===== config.mk =====
export PLATFORM = sky130hd
export DESIGN_NAME = exc_mode_seq
export DESIGN_NICKNAME = d
export VERILOG_FILES = /design/src/rtl/multi_cpu_pkg.sv /design/src/rtl/spsr_bank.sv /design/src/rtl/exc_mode_seq.sv
export SDC_FILE = /design/constraint.sdc
export NUM_CORES = 1
export LEC_CHECK = 0
export CAP_MARGIN = 5
export CORE_MARGIN = 1.5
export CORE_UTILIZATION = 49
export CTS_CLUSTER_SIZE = 30
export DETAILED_ROUTE_END_ITERATION = 10
export PLACE_DENSITY = 0.73
export SETUP_SLACK_MARGIN = 0.3
export SYNTH_ARGS = -nofsm -noshare
export SYNTH_HDL_FRONTEND = slang
export SYNTH_SLANG_ARGS = --single-unit

===== constraint.sdc =====
create_clock -name Clk -period 1.8 [get_ports Clk]
set_input_delay 0.18 -clock Clk [delete_from_list [all_inputs] [get_ports Clk]]
set_output_delay 0.18 -clock Clk [all_outputs]
set_load 0.02 [all_outputs]

===== src/rtl/multi_cpu_pkg.sv =====
// Shared constants for the exception sequencer: mode codes, exception types,
// vectors, LR offsets, reset CPSR and the sequencer state encoding.
package multi_cpu_pkg;

    localparam logic [4:0] MODE_USR = 5'b10000;
    localparam logic [4:0] MODE_FIQ = 5'b10001;
    localparam logic [4:0] MODE_IRQ = 5'b10010;
    localparam logic [4:0] MODE_SVC = 5'b10011;
    localparam logic [4:0] MODE_ABT = 5'b10111;
    localparam logic [4:0] MODE_UND = 5'b11011;
    localparam logic [4:0] MODE_SYS = 5'b11111;

    localparam logic [2:0] EXC_RESET = 3'd0;
    localparam logic [2:0] EXC_UND   = 3'd1;
    localparam logic [2:0] EXC_SVC   = 3'd2;
    localparam logic [2:0] EXC_PABT  = 3'd3;
    localparam logic [2:0] EXC_DABT  = 3'd4;
    localparam logic [2:0] EXC_IRQ   = 3'd5;
    localparam logic [2:0] EXC_FIQ   = 3'd6;

    localparam logic [7:0] VEC_RESET = 8'h00;
    localparam logic [7:0] VEC_UND   = 8'h04;
    localparam logic [7:0] VEC_SVC   = 8'h08;
    localparam logic [7:0] VEC_PABT  = 8'h0C;
    localparam logic [7:0] VEC_DABT  = 8'h10;
    localparam logic [7:0] VEC_IRQ   = 8'h18;
    localparam logic [7:0] VEC_FIQ   = 8'h1C;

    localparam logic [7:0] OFF_RESET = 8'd0;
    localparam logic [7:0] OFF_STD   = 8'd4;
    localparam logic [7:0] OFF_DABT  = 8'd8;

    localparam logic [31:0] CPSR_RESET = 32'h0000_00D3;

    typedef enum logic [2:0] {
        ST_IDLE,
        ST_LR,
        ST_PCW,
        ST_RD,
        ST_RPC,
        ST_ACK
    } state_t;

    typedef struct packed {
        logic [4:0] mode;
        logic [7:0] vec;
        logic [7:0] off;
        logic       set_f;
    } exc_info_t;

    // Type 7 and anything unrecognised fall back to the undefined-instruction entry.
    function automatic exc_info_t exc_decode(input logic [2:0] exc_type);
        exc_info_t info;
        info = '{mode: MODE_UND, vec: VEC_UND, off: OFF_STD, set_f: 1'b0};
        case (exc_type)
            EXC_RESET: info = '{mode: MODE_SVC, vec: VEC_RESET, off: OFF_RESET, set_f: 1'b1};
            EXC_SVC:   info = '{mode: MODE_SVC, vec: VEC_SVC,   off: OFF_STD,   set_f: 1'b0};
            EXC_PABT:  info = '{mode: MODE_ABT, vec: VEC_PABT,  off: OFF_STD,   set_f: 1'b0};
            EXC_DABT:  info = '{mode: MODE_ABT, vec: VEC_DABT,  off: OFF_DABT,  set_f: 1'b0};
            EXC_IRQ:   info = '{mode: MODE_IRQ, vec: VEC_IRQ,   off: OFF_STD,   set_f: 1'b0};
            EXC_FIQ:   info = '{mode: MODE_FIQ, vec: VEC_FIQ,   off: OFF_STD,   set_f: 1'b1};
            default: ;
        endcase
        return info;
    endfunction

endpackage


===== src/rtl/spsr_bank.sv =====
// Five banked saved-status registers (fiq, irq, svc, abt, und) selected by mode code.
// Write takes effect at the clock edge; read is combinational and returns 0 for unbanked modes.
module spsr_bank
    import multi_cpu_pkg::*;
#(
    parameter int SIZE = 32
) (
    input  logic            Clk,
    input  logic            Rst_n,
    input  logic            we,
    input  logic [4:0]      w_mode,
    input  logic [SIZE-1:0] w_data,
    input  logic [4:0]      r_mode,
    output logic [SIZE-1:0] r_data
);

    logic [SIZE-1:0] spsr_fiq, spsr_irq, spsr_svc, spsr_abt, spsr_und;

    always_ff @(posedge Clk or negedge Rst_n) begin
        if (!Rst_n) begin
            spsr_fiq <= '0;
            spsr_irq <= '0;
            spsr_svc <= '0;
            spsr_abt <= '0;
            spsr_und <= '0;
        end else if (we) begin
            case (w_mode)
                MODE_FIQ: spsr_fiq <= w_data;
                MODE_IRQ: spsr_irq <= w_data;
                MODE_SVC: spsr_svc <= w_data;
                MODE_ABT: spsr_abt <= w_data;
                MODE_UND: spsr_und <= w_data;
                default: ;
            endcase
        end
    end

    always_comb begin
        r_data = '0;
        case (r_mode)
            MODE_FIQ: r_data = spsr_fiq;
            MODE_IRQ: r_data = spsr_irq;
            MODE_SVC: r_data = spsr_svc;
            MODE_ABT: r_data = spsr_abt;
            MODE_UND: r_data = spsr_und;
            default: ;
        endcase
    end

endmodule


===== src/rtl/exc_mode_seq.sv =====
// Exception entry/return sequencer driving the register file write port while Busy.
// Entry and return each take three cycles after the request (write, PC write, Done).
module exc_mode_seq
    import multi_cpu_pkg::*;
#(
    parameter int SIZE = 32,
    parameter int ADDR = 4
) (
    input  logic            Clk,
    input  logic            Rst_n,
    input  logic            Exc_Req,
    input  logic [2:0]      Exc_Type,
    input  logic            Ret_Req,
    input  logic            Flag_We,
    input  logic [3:0]      Flags_In,
    input  logic [SIZE-1:0] PC,
    input  logic [SIZE-1:0] R_Data_A,
    output logic [31:0]     CPSR,
    output logic [4:0]      M,
    output logic            Write_Reg,
    output logic            Write_PC,
    output logic [ADDR-1:0] W_Addr,
    output logic [SIZE-1:0] W_Data,
    output logic [SIZE-1:0] PC_New,
    output logic [ADDR-1:0] R_Addr_A,
    output logic            Busy,
    output logic            Done
);

    localparam logic [ADDR-1:0] LR_IDX = ADDR'(14);

    state_t          state, state_nx;
    logic [31:0]     cpsr_q;
    logic [31:0]     cpsr_fl;
    logic [31:0]     spsr_rd;
    logic [SIZE-1:0] lr_q, vec_q;
    exc_info_t       info;
    logic            exc_ok, ret_ok;

    assign info   = exc_decode(Exc_Type);
    assign exc_ok = Exc_Req && !((Exc_Type == EXC_IRQ && cpsr_q[7]) ||
                                 (Exc_Type == EXC_FIQ && cpsr_q[6]));
    assign ret_ok = Ret_Req && (cpsr_q[4:0] != MODE_USR) && (cpsr_q[4:0] != MODE_SYS);
    // SPSR must capture a flag write landing in the same cycle as the entry.
    assign cpsr_fl = Flag_We ? {Flags_In, cpsr_q[27:0]} : cpsr_q;

    spsr_bank #(.SIZE(32)) u_spsr (
        .Clk    (Clk),
        .Rst_n  (Rst_n),
        .we     (state == ST_IDLE && exc_ok),
        .w_mode (info.mode),
        .w_data (cpsr_fl),
        .r_mode (cpsr_q[4:0]),
        .r_data (spsr_rd)
    );

    always_ff @(posedge Clk or negedge Rst_n) begin
        if (!Rst_n) state <= ST_IDLE;
        else        state <= state_nx;
    end

    always_ff @(posedge Clk or negedge Rst_n) begin
        if (!Rst_n) begin
            cpsr_q <= CPSR_RESET;
            lr_q   <= '0;
            vec_q  <= '0;
        end else begin
            case (state)
                ST_IDLE: begin
                    if (exc_ok) begin
                        cpsr_q <= {cpsr_fl[31:8], 1'b1, info.set_f | cpsr_fl[6], 1'b0, info.mode};
                        lr_q   <= PC + SIZE'(info.off);
                        vec_q  <= SIZE'(info.vec);
                    end else begin
                        cpsr_q <= cpsr_fl;
                    end
                end
                ST_RD:   lr_q   <= R_Data_A;
                ST_RPC:  cpsr_q <= spsr_rd;
                default: ;
            endcase
        end
    end

    always_comb begin
        state_nx  = state;
        Write_Reg = 1'b0;
        Write_PC  = 1'b0;
        W_Addr    = '0;
        W_Data    = '0;
        PC_New    = '0;
        R_Addr_A  = '0;
        Done      = 1'b0;
        case (state)
            ST_IDLE: begin
                if (exc_ok)      state_nx = ST_LR;
                else if (ret_ok) state_nx = ST_RD;
            end
            ST_LR: begin
                Write_Reg = 1'b1;
                W_Addr    = LR_IDX;
                W_Data    = lr_q;
                state_nx  = ST_PCW;
            end
            ST_PCW: begin
                Write_Reg = 1'b1;
                Write_PC  = 1'b1;
                PC_New    = vec_q;
                state_nx  = ST_ACK;
            end
            ST_RD: begin
                R_Addr_A = LR_IDX;
                state_nx = ST_RPC;
            end
            ST_RPC: begin
                Write_Reg = 1'b1;
                Write_PC  = 1'b1;
                PC_New    = lr_q;
                state_nx  = ST_ACK;
            end
            ST_ACK: begin
                Done     = 1'b1;
                state_nx = ST_IDLE;
            end
            default: state_nx = ST_IDLE;
        endcase
    end

    assign Busy = (state != ST_IDLE);
    assign CPSR = cpsr_q;
    assign M    = cpsr_q[4:0];

endmodule


==> run_results.csv <==
group,metric,value,unit
global_route,grt_max_degree,48,
timing,worstMarginPinSlew,0.5958,ns
synthesis,synth-warning-count,0,
route,wl_per_cell,25.68,um
synthesis,syn_inst,1041,
timing,setup_viol,315,
floorplanning,rows,55,
route,drtIter0Drc,1065,
floorplanning,dieHeight,156.0,um
global_route,track_usage,30.34,%
synthesis,syn-cell-area,0.01147,mm2
route,via_per_inst,6.143,
synthesis,async_flop_share,100.0,%
pwr,ir_drop,1152,uV
synthesis,syn_area_per_cell,11.01,um2
critical_path,start_kind,"flop",
synthesis,ys_ff_latch,230,
timing,relSlewSlack,60.28,%
finish,layout-drive-gt1-share,49.39,%
route,wl,43.95,mm
timing,finalHoldViolCount,0,
timing,layout_setup_ws,-0.3292,ns
global_route,grt_overflow_total,0,
critical_path,worstPathBufferInverterCount,3,
synthesis,seq_area_frac_synth,50.25,%
run,max_cap_viol_count,0,
clocking,numClockSinks,230,
timing,clock-skew-final,0.02588,ns
pwr,leakagePower,0.008454,uW
finish,fin_util,79.95,%
global_route,grt_pass1_vias,10430,
floorplanning,die_w,156.0,um
placement,gp_congestion,0.9245,
clocking,clock_latency,0.55,ns
floorplanning,io_pins,189,
critical_path,cp_max_fo,7,
route,dr.pass1.iters,5,
status,status,"complete, but fails checks",
finish,nets,1457,
timing,hold_ws,0.1016,ns
critical_path,crit_path_end_kind,"flop",
critical_path,max_stage_delay,0.44,ns
finish,layout_common_cells,"dfrtp_1, buf_4, mux2_4, buf_6, clkdlybuf4s50_1",
status,violations,"setup timing",
finish,layout_commonest_cell,"dfrtp_1",
synthesis,ys.flop_type,"dfrtp_1",
route,num_vias,10510,
worst_hold_path,hold_path.class,"primary input to async pin",
timing,fmax,469.7,MHz
route,antenna_left,0,
clocking,clkTransAtPathRegs,0.06,ns
timing,min_period,2.129,ns
clocking,cts.path.max_buffers,3,
clocking,tritoncts,"built",
critical_path,cp.required,2.23,ns
critical_path,crit_arrival,2.56,ns
timing,report.final.slew_viol_count,0,
floorplanning,core_area,0.02278,mm2
clocking,numCtsBuffers,25,
critical_path,crit_slowest_cell,"dfrtp_2",
global_route,grt_pass1_wl,57.66,mm
placement,io_buffers,186,
critical_path,crit_chain,"buf_6 -> nor4b_4 -> nand3_4 -> nor3_4 -> buf_12 -> clkbuf_16 -> mux2_4",
clocking,htreeDepth,1,
placement,dp_hpwl,23.04,mm
route,drc,0,
critical_path,cp_top_family,"simple AND/OR/NAND/NOR gates",
clocking,cts-root-buf,"clkbuf_16",
finish,syn_to_final_growth,58.83,%
global_route,antenna_found_initial,1,
finish,nFillCells,1211,
pwr,powerDensity,1402,mW/mm2
placement,pre_cts_ws,-0.7962,ns
timing,rsz0062_at_grt,"true",
critical_path,setup.worst_path.class,"flop to flop",
floorplanning,die-area,0.02433,mm2
floorplanning,start_util,50.34,%
synthesis,synthDistinctLibCells,63,
synthesis,synth_edf_count,0,
timing,period_share,118.3,%
-- final timing paths --
check,from,to,slack (ns),depth (start not counted)
max,state[1]$_DFFE_PN0P_,u_spsr.spsr_svc[18]$_DFFE_PN0P_,-0.33,7
min,Rst_n,u_spsr.spsr_abt[20]$_DFFE_PN0P_,0.10,2
max reg2reg,state[1]$_DFFE_PN0P_,u_spsr.spsr_svc[18]$_DFFE_PN0P_,-0.33,7
min reg2reg,u_spsr.spsr_fiq[6]$_DFFE_PN0P_,u_spsr.spsr_fiq[6]$_DFFE_PN0P_,0.49,1
max in group asynchronous,Rst_n,CPSR[15]$_DFFE_PN0P_,0.98,3
min in group Clk,R_Data_A[5],lr_q[5]$_DFFE_PN0P_,0.19,3
-- cell usage after synthesis (2+ instances only) --
cell type  instances  share of area (%)
nor4_4             3               0.56
nor3_1            10               0.44
o22a_1             4               0.31
nor2_1            49                1.6
nand4_1            6               0.33
buf_6              7               0.69
o21bai_1           2               0.13
o21ai_0           47                2.1
dfstp_2            5                1.1
dfrtp_1          225                 49
and2_1             4               0.22
nand3_1           17               0.74
mux2i_1           10               0.87
a22oi_1           43                2.8
clkbuf_1          36                1.2
or3_1              3               0.16
a211o_1            4               0.31
or2_2              5               0.27
inv_1             13               0.43
nor2b_1            6               0.33
nand4b_1           2               0.15
nand3b_1           5               0.33
nand2_1           62                2.0
nor3_4             2               0.28
and4_1             2               0.15
xor2_1             9               0.69
o31a_1             3               0.23
nor3_2             5               0.44
mux2_2           130                 13
a21oi_1           57                2.5
o21ai_1           16               0.70
nand2b_1           2               0.11
a31oi_1            9               0.49
buf_1              2              0.065
ha_1               2               0.22
and3_1            72                3.9
nor4_1             5               0.27
buf_2             26                1.1
a222oi_1          25                2.2
mux2_1             2               0.20
xnor2_1           15                1.1
a21o_1            25                1.6
buf_4             44                2.9
-- timing repair --
action	in CTS	in global routing
endpoints found under the hold margin	225	0
setup buffers	34	31
gates resized for setup	494	269
pin swaps	23	50
gates cloned	9	16
hold buffers	1	0
endpoints found under the setup margin	340	339
-- logic make-up after synthesis --
| kind of cell | Yosys count | synth area share (%) |
|---|---|---|
| buffers and inverters | 128 | 6.373 |
| AO/OA/AOI/OAI | 242 | 13.85 |
| other | 1 | 0.03271 |
| flip-flops | 230 | 50.25 |
| XOR/XNOR | 24 | 1.833 |
| adder cells (fa/ha/maj) | 3 | 0.3928 |
| multiplexers | 142 | 13.84 |
| AND/OR/NAND/NOR | 271 | 13.43 |
-- routing by layer --
| metal | share of wire [%] | wire (um) | vias to the layer above | GRT usage [%] |
|---|---|---|---|---|
| li1 | - | - | 4435 | - |
| met1 | 36 | 15820 | 5333 | 37.14 |
| met2 | 52 | 22640 | 553 | 53.59 |
| met3 | 6.5 | 2871 | 189 | 4.222 |
| met4 | 6.0 | 2615 | 0 | 12.79 |
| met5 | 0 | 0 | - | 0 |
-- per-stage QoR --
step	total power [uW]	std cells	instance area (um2)	setup TNS, ns
5_1_grt	26380	1711	18210	-72.60
2_1_floorplan	12250	1042	12350	-9.312
3_5_place_dp	15980	1573	15100	-110.99
4_1_cts	22600	1663	16680	-42.10
3_3_place_gp	15810	1573	15100	-99.48
6_report	25540	1711	18210	-61.36
-- registers in the layout, indices dropped and copies added, names as in the netlist --
register / cells
u_spsr.spsr_fiq: 32
state: 3
u_spsr.spsr_abt: 32
u_spsr.spsr_und: 32
vec_q: 3
lr_q: 32
u_spsr.spsr_irq: 32
CPSR: 32
u_spsr.spsr_svc: 32
-- where the power goes --
part,leakage [uW],switching (uW),internal (uW),total (uW)
sequential,0.00301,1060,6360,7420
combinational,0.00501,6170,6460,12600
clock,0.000431,2260,3230,5490
total,0.00845,9490,16100,25500
-- area by class of cell --
cell class	count	area (um2)	share of cell area (%)
sequential	230	5772	31.69
timing repair buffer	424	4812	26.42
multi-input combinational	684	6300	34.59
clock inverter	8	107.6	0.5909
antenna	1	2.502	0.01374
tap	313	391.6	2.150
clock buffer	38	764.5	4.198
inverter	13	61.31	0.3367
Note: power is estimated with default switching activity, not from simulation.
